## src/rtl/hub_pkg.sv

```systemverilog
// Shared definitions for hub memory initiators: transfer size codes,
// requester FSM encoding and the start of the read-only region.
package hub_pkg;

  localparam logic [1:0]  SZ_BYTE = 2'b00;
  localparam logic [1:0]  SZ_WORD = 2'b01;
  localparam logic [1:0]  SZ_LONG = 2'b10;  // 2'b11 is also handled as a long

  localparam logic [15:0] HUB_ROM_BASE = 16'h8000;

  typedef enum logic [1:0] {
    ST_IDLE = 2'b00,
    ST_WAIT = 2'b01,
    ST_CAPT = 2'b10
  } hub_state_e;

endpackage

```

## src/rtl/hub_lane_align.sv

```systemverilog
// Byte-lane steering for hub accesses: builds write strobes and replicated
// write data from a right-justified value, and extracts the addressed
// byte/halfword/long from a memory word, zero-extended. Purely combinational.
module hub_lane_align
  import hub_pkg::*;
(
  input  logic [1:0]  size,
  input  logic [1:0]  addr_lo,
  input  logic [31:0] data,
  input  logic [31:0] q,
  output logic [3:0]  wb,
  output logic [31:0] d,
  output logic [31:0] rd
);

  // Lane selection by transfer size; anything not byte/word is a long
  always_comb begin
    wb = 4'b1111;
    d  = data;
    rd = q;
    case (size)
      SZ_BYTE: begin
        wb = 4'b0001 << addr_lo;
        d  = {4{data[7:0]}};
        case (addr_lo)
          2'd0:    rd = {24'h0, q[7:0]};
          2'd1:    rd = {24'h0, q[15:8]};
          2'd2:    rd = {24'h0, q[23:16]};
          default: rd = {24'h0, q[31:24]};
        endcase
      end
      SZ_WORD: begin
        // addr_lo[0] is ignored: halfwords are always lane-pair aligned
        wb = addr_lo[1] ? 4'b1100 : 4'b0011;
        d  = {2{data[15:0]}};
        rd = addr_lo[1] ? {16'h0, q[31:16]} : {16'h0, q[15:0]};
      end
      default: begin
        wb = 4'b1111;
        d  = data;
        rd = q;
      end
    endcase
  end

endmodule

```

## src/rtl/hub_requester.sv

```systemverilog
// Cog-side hub memory initiator. Holds one request until this cog's slot
// strobe, drives the memory bus during the waiting state, and captures the
// aligned read data the cycle after the slot. Bus outputs come only from
// registers and the state, so nothing combinational reaches them from inputs.
module hub_requester
  import hub_pkg::*;
(
  input  logic        clk_cog,
  input  logic        nres,
  input  logic        ena_bus,
  input  logic        req_valid,
  output logic        req_ready,
  input  logic        req_we,
  input  logic [1:0]  req_size,
  input  logic [15:0] req_addr,
  input  logic [31:0] req_data,
  output logic        rsp_valid,
  output logic [31:0] rsp_data,
  output logic        mem_w,
  output logic [3:0]  mem_wb,
  output logic [13:0] mem_a,
  output logic [31:0] mem_d,
  input  logic [31:0] mem_q
);

  hub_state_e  state_q, state_d;
  logic        we_q;
  logic [1:0]  size_q;
  logic [15:0] addr_q;
  logic [31:0] data_q;
  logic [3:0]  lane_wb;
  logic [31:0] lane_d;
  logic [31:0] lane_rd;

  hub_lane_align u_lane (
    .size    (size_q),
    .addr_lo (addr_q[1:0]),
    .data    (data_q),
    .q       (mem_q),
    .wb      (lane_wb),
    .d       (lane_d),
    .rd      (lane_rd)
  );

  // Address and data follow the latched request, so they hold between accesses
  assign mem_a = addr_q[15:2];
  assign mem_d = lane_d;

  // State register; reset abandons any request in flight
  always_ff @(posedge clk_cog or negedge nres) begin
    if (!nres) state_q <= ST_IDLE;
    else       state_q <= state_d;
  end

  // Next state and state-decoded bus controls (strobes live only in WAIT)
  always_comb begin
    state_d   = state_q;
    req_ready = 1'b0;
    mem_w     = 1'b0;
    mem_wb    = 4'b0000;
    case (state_q)
      ST_IDLE: begin
        req_ready = 1'b1;
        if (req_valid) state_d = ST_WAIT;
      end
      ST_WAIT: begin
        mem_w  = we_q;
        mem_wb = lane_wb;
        if (ena_bus) state_d = ST_CAPT;
      end
      ST_CAPT: state_d = ST_IDLE;
      default: state_d = ST_IDLE;
    endcase
  end

  // Request latch, loaded only on acceptance
  always_ff @(posedge clk_cog or negedge nres) begin
    if (!nres) begin
      we_q   <= 1'b0;
      size_q <= SZ_BYTE;
      addr_q <= 16'h0000;
      data_q <= 32'h0;
    end else if (req_ready && req_valid) begin
      we_q   <= req_we;
      size_q <= req_size;
      addr_q <= req_addr;
      data_q <= req_data;
    end
  end

  // Response capture: memory data is valid in CAPT; rsp_data holds until the next one
  always_ff @(posedge clk_cog or negedge nres) begin
    if (!nres) begin
      rsp_valid <= 1'b0;
      rsp_data  <= 32'h0;
    end else begin
      rsp_valid <= 1'b0;
      if (state_q == ST_CAPT) begin
        rsp_valid <= 1'b1;
        rsp_data  <= lane_rd;
      end
    end
  end

endmodule

```

## config.mk

```make
export PLATFORM = sky130hd
export DESIGN_NAME = hub_requester
export DESIGN_NICKNAME = d
export VERILOG_FILES = /design/src/rtl/hub_pkg.sv /design/src/rtl/hub_lane_align.sv /design/src/rtl/hub_requester.sv
export SDC_FILE = /design/constraint.sdc
export NUM_CORES = 1
export LEC_CHECK = 0
export BUFFER_PORTS_ARGS = -buffer_cell sky130_fd_sc_hd__buf_2
export CORE_MARGIN = 2
export CORE_UTILIZATION = 33
export DETAILED_ROUTE_END_ITERATION = 8
export PLACE_DENSITY = 0.65
export SYNTH_ARGS = -nofsm -noshare
export SYNTH_HDL_FRONTEND = slang
export SYNTH_HIERARCHICAL = 1
export SYNTH_SLANG_ARGS = --single-unit
```

## constraint.sdc

```tcl
create_clock -name clk_cog -period 1.61 [get_ports clk_cog]
set_clock_uncertainty 0.05 [all_clocks]
set_input_delay 0.161 -clock clk_cog [delete_from_list [all_inputs] [get_ports clk_cog]]
set_output_delay 0.161 -clock clk_cog [all_outputs]
set_load 0.01 [all_outputs]
```

==> results of run 1 <==
==> state kept, by name (all words and copies together), names as in the netlist <==
register,cells
rsp_data,32
size_q,2
rsp_valid,1
state_q,2
we_q,1
data_q,32
addr_q,16
==> area by class of cell <==
class                   instances  area (sq um)
fillers                      1132          6360
well taps                     176           220
clock buffers                  15           258
inverters                       4          20.0
repair buffers                261          1970
multi-input cells             214          2140
flip-flops and latches         86          2160
clock inverters                 1          5.00
==> where the power goes <==
group	internal, W	switching [W]	total, W
registers	0.00321	0.000754	0.00396
clock network	0.00109	0.000812	0.00190
logic	0.00482	0.00340	0.00822
total	0.00912	0.00496	0.0141
==> metrics by stage <==
step           total power (W)  setup TNS (ps)  worst slack (ps)  util [%]  cell area [sq um]
4_1_cts                 0.0133           -4910              -220      49.7               6530
2_1_floorplan          0.00797            -113             -37.6         -               4420
6_report                0.0141           -5230              -192      51.6               6780
5_1_grt                 0.0149           -8210              -246      51.6               6780
3_5_place_dp           0.00972           -4400              -311      40.6               5340
3_3_place_gp           0.00958           -3540              -257      40.6               5340
==> critical path: stages, from the launching register on <==
cell,delay [ps]
dfrtp_2,440
and2b_2,310
nor2_4,40
or2_4,210
and2_4,130
buf_6,110
==> repair_timing <==
action	CTS	global route
hold buffers	46	0
resized for setup	77	50
setup endpoints to repair	45	60
cloned	1	1
buffers inserted	20	7
endpoints found under the hold margin	78	0
pin swaps	7	16
==> cell usage after synthesis, drive strengths merged <==
master	number	share of area (%)
mux2	99	25
dfrtp	86	49
buf	38	6.9
and2	22	3.1
nand2	19	1.6
a22o	14	2.8
mux2i	11	2.5
nor2	11	0.99
o21ai	10	1.1
clkbuf	6	0.74
a221o	3	0.68
a31oi	3	0.42
inv	3	0.25
mux4	3	1.5
nor2b	3	0.42
o21bai	3	0.59
o22a	3	0.59
a22oi	2	0.34
nand2b	2	0.28
a211oi	1	0.17
a21oi	1	0.11
and2b	1	0.17
clkinv	1	0.085
nor3	1	0.11
nor3b	1	0.42
or2	1	0.14
==> worst min path at each step <==
| stage | from | cells after the start | end |
|---|---|---|---|
| 2_1_floorplan | nres | 0 | addr_q[0] |
| 3_3_place_gp | nres | 1 | rsp_data[16] |
| 3_5_place_dp | nres | 1 | rsp_data[16] |
| 4_1_cts | req_data[8] | 2 | data_q[8] |
| 5_1_grt | req_addr[11] | 2 | addr_q[11] |
| 6_report | req_data[10] | 2 | data_q[10] |
==> cells in the final DEF (no fill, tap or decap), types with 4 or more instances in the layout <==
cell type	n
mux2_2	67
clkbuf_1	5
dfrtp_1	81
buf_12	8
clkbuf_16	10
nand2_1	14
buf_2	153
and2_1	16
mux2i_1	9
nor2_1	8
dfrtp_2	5
nand2_2	5
o21ai_1	4
buf_6	29
a22o_1	14
mux2_1	4
mux2_4	28
buf_8	4
dlygate4sd3_1	46
o21ai_2	6
buf_4	19
and2_4	6
==> routing by layer <==
metal / vias up / global-route usage [%] / wire length, microns
met4: 0 / 5.96 / 255
met2: 154 / 30.4 / 6330
li1: 1672 / - / -
met5: - / 0 / 0
met1: 1793 / 21.6 / 5250
met3: 25 / 5.51 / 944
==> cells by family (layout without fill, tap and decap cells) <==
family / after synthesis / in the layout / share of synthesized area [%]
AOI/OAI and AO/OA: 40 / 40 / 6.82
and+or+nand+nor: 61 / 61 / 7.27
DFF: 86 / 86 / 48.7
buffers and inverters: 48 / 281 / 8.01
muxes: 113 / 113 / 29.2
==> results.cfg, run 1 <==
[floorplan]
die_h_microns = 120
core_area_sq_mm = 0.0131
die_width_microns = 120
pin_count = 172
die-area_sq_mm = 0.0143
rows = 42
start_util_pct = 33.7

[routing]
wl_per_cell_microns = 16.9
drc = 0
first_pass_iters = 4
ant_nets = 0
viasPerCell = 4.81
drt-total-wl_microns = 12800
vias = 3644
drtIter0Drc = 169

[global_routing]
grt_max_degree = 42
grt_pass1_wl_microns = 20000
grt_overflow = 0
first_global_vias = 3898
track_usage_pct = 17.9
antenna_found_initial = 0

[critical_path]
critPathLaunchType = flip-flop
rr_worst_depth = 6
crit_required_ps = 1400
startpoint = size_q[0]
worstPathArrival_ps = 1590
critPathMaxFanout = 4
reg2reg_slack_ps = -170
critPathCaptureType = output pin
rr_endpoint = rsp_data[1]
worstSetupPathType = flip-flop to output pin
rr_startpoint = size_q[0]
crit_path_end = mem_wb[2]

[sta]
finalCriticalPeriod_ps = 1800
relSlewSlack_pct = 67.8
setup-violations-final = 42
worst_pin_slew_ps = 483
drv_slew = 0
finalHoldViolCount = 0
period_share_pct = 112
clock.fmax_mhz = 555
setup_ws_ps = -192
rsz0062_at_grt = true
hold_slack_ps = 17.3

[cts]
h-tree-depth = 3
clkTransAtPathRegs_ps = 60
numCtsBuffers = 9
root_buffer = clkbuf_16
insertion_delay_ps = 340
cts_tree = built
clock-sinks = 86
clockBufferDepth = 2

[yosys]
synthCells = 348
yosysUniqueCellTypes = 32
yosys_warnings = 6
ys_ff_latch = 86
synth_area_sq_mm = 0.00442
yosysSeqAreaShare_pct = 48.7
synthesis.area_per_instance_sq_um = 12.7
syn_nets = 435

[power_and_ir_drop]
power.density_mw_per_mm2 = 2080
ir_worst_vdd_mv = 0.998
leakagePower_nw = 3.26

[status]
status = finished, violations left
violations = negative setup slack

[place]
place_inst = 667
port_buffers = 171
hpwl_microns = 8010
routabilityCongestion = 0.770

[final_layout]
diodes = 0
drive_above_1_share_pct = 62.3
syn2layout_area_growth_pct = 53.3
layout.cells.non_filler = 757
fin_nets = 663

[worst_hold_path]
min_path_type = primary input to flip-flop

[job]
drv_cap = 0
(Power assumes the default switching activity.)
==> run 2: changes to the inputs <==
--- a/config.mk
+++ b/config.mk
@@ -9,8 +9,8 @@
 export CORE_MARGIN = 2
 export CORE_UTILIZATION = 33
 export DETAILED_ROUTE_END_ITERATION = 8
+export HOLD_SLACK_MARGIN = 0.12
 export PLACE_DENSITY = 0.65
 export SYNTH_ARGS = -nofsm -noshare
 export SYNTH_HDL_FRONTEND = slang
-export SYNTH_HIERARCHICAL = 1
 export SYNTH_SLANG_ARGS = --single-unit
==> results.cfg, run 2 <==
[final_layout]
fillers = 1134
mostFrequentLayoutCells = 162 x buf_2, 86 x dlygate4sd3_1, 84 x dfrtp_1
fin_nets = 737
drive_above_1_share_pct = 42.9
final_area_sq_mm = 0.00661
finish.utilization_pct = 52.4
largestRegisters = data_q: 32 flops, rsp_data: 32 flops, addr_q: 16 flops
syn2layout_area_growth_pct = 55.6
diodes = 0
layout_commonest_cell = buf_2

[routing]
drc = 0
vias = 3975
drt-total-wl_microns = 13500
first_pass_iters = 4
viasPerCell = 4.82
ant_nets = 0
drtIter0Drc = 298
wl_per_cell_microns = 16.4

[critical_path]
worstPathArrival_ps = 1500
crit_path_max_incr_delay_ps = 440
rr_worst_depth = 4
crit_cells = 4
worstSetupPathType = flip-flop to output pin
path_buf_inv = 3
cpMaxStageDelayCell = dfrtp_2
critPathLaunchType = flip-flop
critPathMaxFanout = 10
crit_required_ps = 1400
cp_cell_sequence = buf_12, buf_4, mux2_4, buf_6
critPathTopFamily = flip-flops
reg2reg_slack_ps = 50
critPathCaptureType = output pin

[yosys]
yosys_warnings = 0
synth-async-reset-ratio_pct = 100
yosysMostFrequentCell = dfrtp_1
syn_nets = 489
synth-compound-area-share_pct = 8.95
synth-xor-area-share_pct = 0
synthMuxAreaShare_pct = 18.6
yosys-top-cells-area = dfrtp_1 51%, mux2_2 13%, nand2_1 6.6%
yosysSeqAreaShare_pct = 50.6
synth_top_family_by_area = multiplexers
ys.flop_type = dfrtp_1
synth_simple_gate_area_share_pct = 12.7
synth_fa_ha_area_share_pct = 0
synth_area_sq_mm = 0.00425
yosys.area.top_type_share_pct = 50.6
synthesis.area_per_instance_sq_um = 10.6
yosysUniqueCellTypes = 30
ys_ff_latch = 86
synthCells = 402
synth_top_cell_by_area = dfrtp_1
ys_top_cells_by_count = 86 x dfrtp_1, 75 x nand2_1, 49 x mux2_2
synth_edf_count = 0

[power_and_ir_drop]
p_total_w = 0.0128
power.density_mw_per_mm2 = 1940
leakagePower_nw = 3.22
ir_worst_vdd_mv = 1.41

[job]
drv_cap = 0

[sta]
finalCriticalPeriod_ps = 1710
setup-violations-final = 17
rsz0062_at_grt = true
setup_ws_ps = -102
finalHoldViolCount = 0
period_share_pct = 106
clock.fmax_mhz = 584
worst_pin_slew_ps = 469
drv_slew = 0
relSlewSlack_pct = 68.8
finalSetupTns_ps = -1090

[cts]
cts_tree = built
clock-sinks = 86
root_buffer = clkbuf_16
numCtsBuffers = 9
clockBufferDepth = 2
clkTransAtPathRegs_ps = 60
insertion_delay_ps = 330
h-tree-depth = 3

[floorplan]
die-area_sq_mm = 0.0138
rows = 41
pin_count = 172
die_width_microns = 117
core_area_sq_mm = 0.0126
start_util_pct = 33.7
die_h_microns = 117

[global_routing]
grt_max_degree = 44
antenna_found_initial = 0
first_global_vias = 4135
grt_pass1_wl_microns = 21000
grt_overflow = 0
track_usage_pct = 19.1

[place]
pre_cts_slack_ps = 68.8
hpwl_microns = 8420
routabilityCongestion = 0.867
port_buffers = 171
placed_area_sq_mm = 0.00513

[worst_hold_path]
min_path_type = primary input to async pin

[status]
violations = negative setup slack
status = finished, violations left
==> run 2: cell types whose count changed after synthesis, moves of 5 or more <==
cell | previous run | this run
and2_1 | 22 | 1
a211o_1 | 0 | 7
a221oi_1 | 0 | 15
buf_2 | 5 | 10
nand2_1 | 19 | 75
nor2_1 | 10 | 31
mux2_2 | 95 | 49
a21oi_1 | 1 | 10
a22o_1 | 14 | 0
nand3_1 | 0 | 17
==> run 2: cells by family (layout without fill, tap and decap cells) <==
family / count (synthesis) / count (layout)
buffers and inverters: 56 / 307
AO/OA/AOI/OAI: 56 / 56
AND/OR/NAND/NOR: 132 / 132
multiplexers: 72 / 72
flip-flops: 86 / 86
==> run 2: final timing paths <==
kind                              start           end
setup reg to reg              size_q[0]   rsp_data[1]
min in group clk_cog          req_valid     size_q[1]
max in group asynchronous          nres     size_q[0]
hold / removal                     nres     addr_q[7]
hold reg to reg            rsp_data[24]  rsp_data[24]
setup / recovery              size_q[1]     mem_d[23]
==> run 2: repair_timing <==
item | 4_1_cts | 5_1_grt
gates resized for setup | 22 | 23
setup buffers | 7 | 5
hold endpoints to repair | 117 | 0
gates cloned | 1 | 2
pin swaps | 1 | 2
setup endpoints to repair | 28 | 29
hold buffers | 86 | 0
==> run 2: routing by layer <==
metal	part of all wire, %	wire length (microns)	up-vias	GRT usage (%)
met5	0	0	-	0
met4	1.7	234	0	7.00
met3	6.6	896	20	4.94
met2	50	6810	168	33.4
met1	41	5560	1928	22.7
li1	-	-	1859	-
==> run 2: cell type report <==
type / instances / area, sq um / share of cell area (%)
clock buffers: 10 / 239 / 3.62
well taps: 172 / 215 / 3.26
inverters: 5 / 18.8 / 0.284
flip-flops and latches: 86 / 2150 / 32.6
repair buffers: 288 / 2150 / 32.5
clock inverters: 4 / 72.6 / 1.10
multi-input cells: 260 / 1760 / 26.6
==> run 2: per-stage QoR <==
stage / instances / hold WS [ps]
after global routing: 825 / 312
after detailed placement: 710 / 101
final: 825 / 282
after floorplan: 402 / -185
after CTS: 818 / 286
after global placement: 710 / 96.5
==> run 2: power breakdown <==
part	switching [W]	internal, W
combinational	0.00332	0.00335
clock	0.000815	0.00138
sequential	0.000731	0.00323
total	0.00487	0.00797
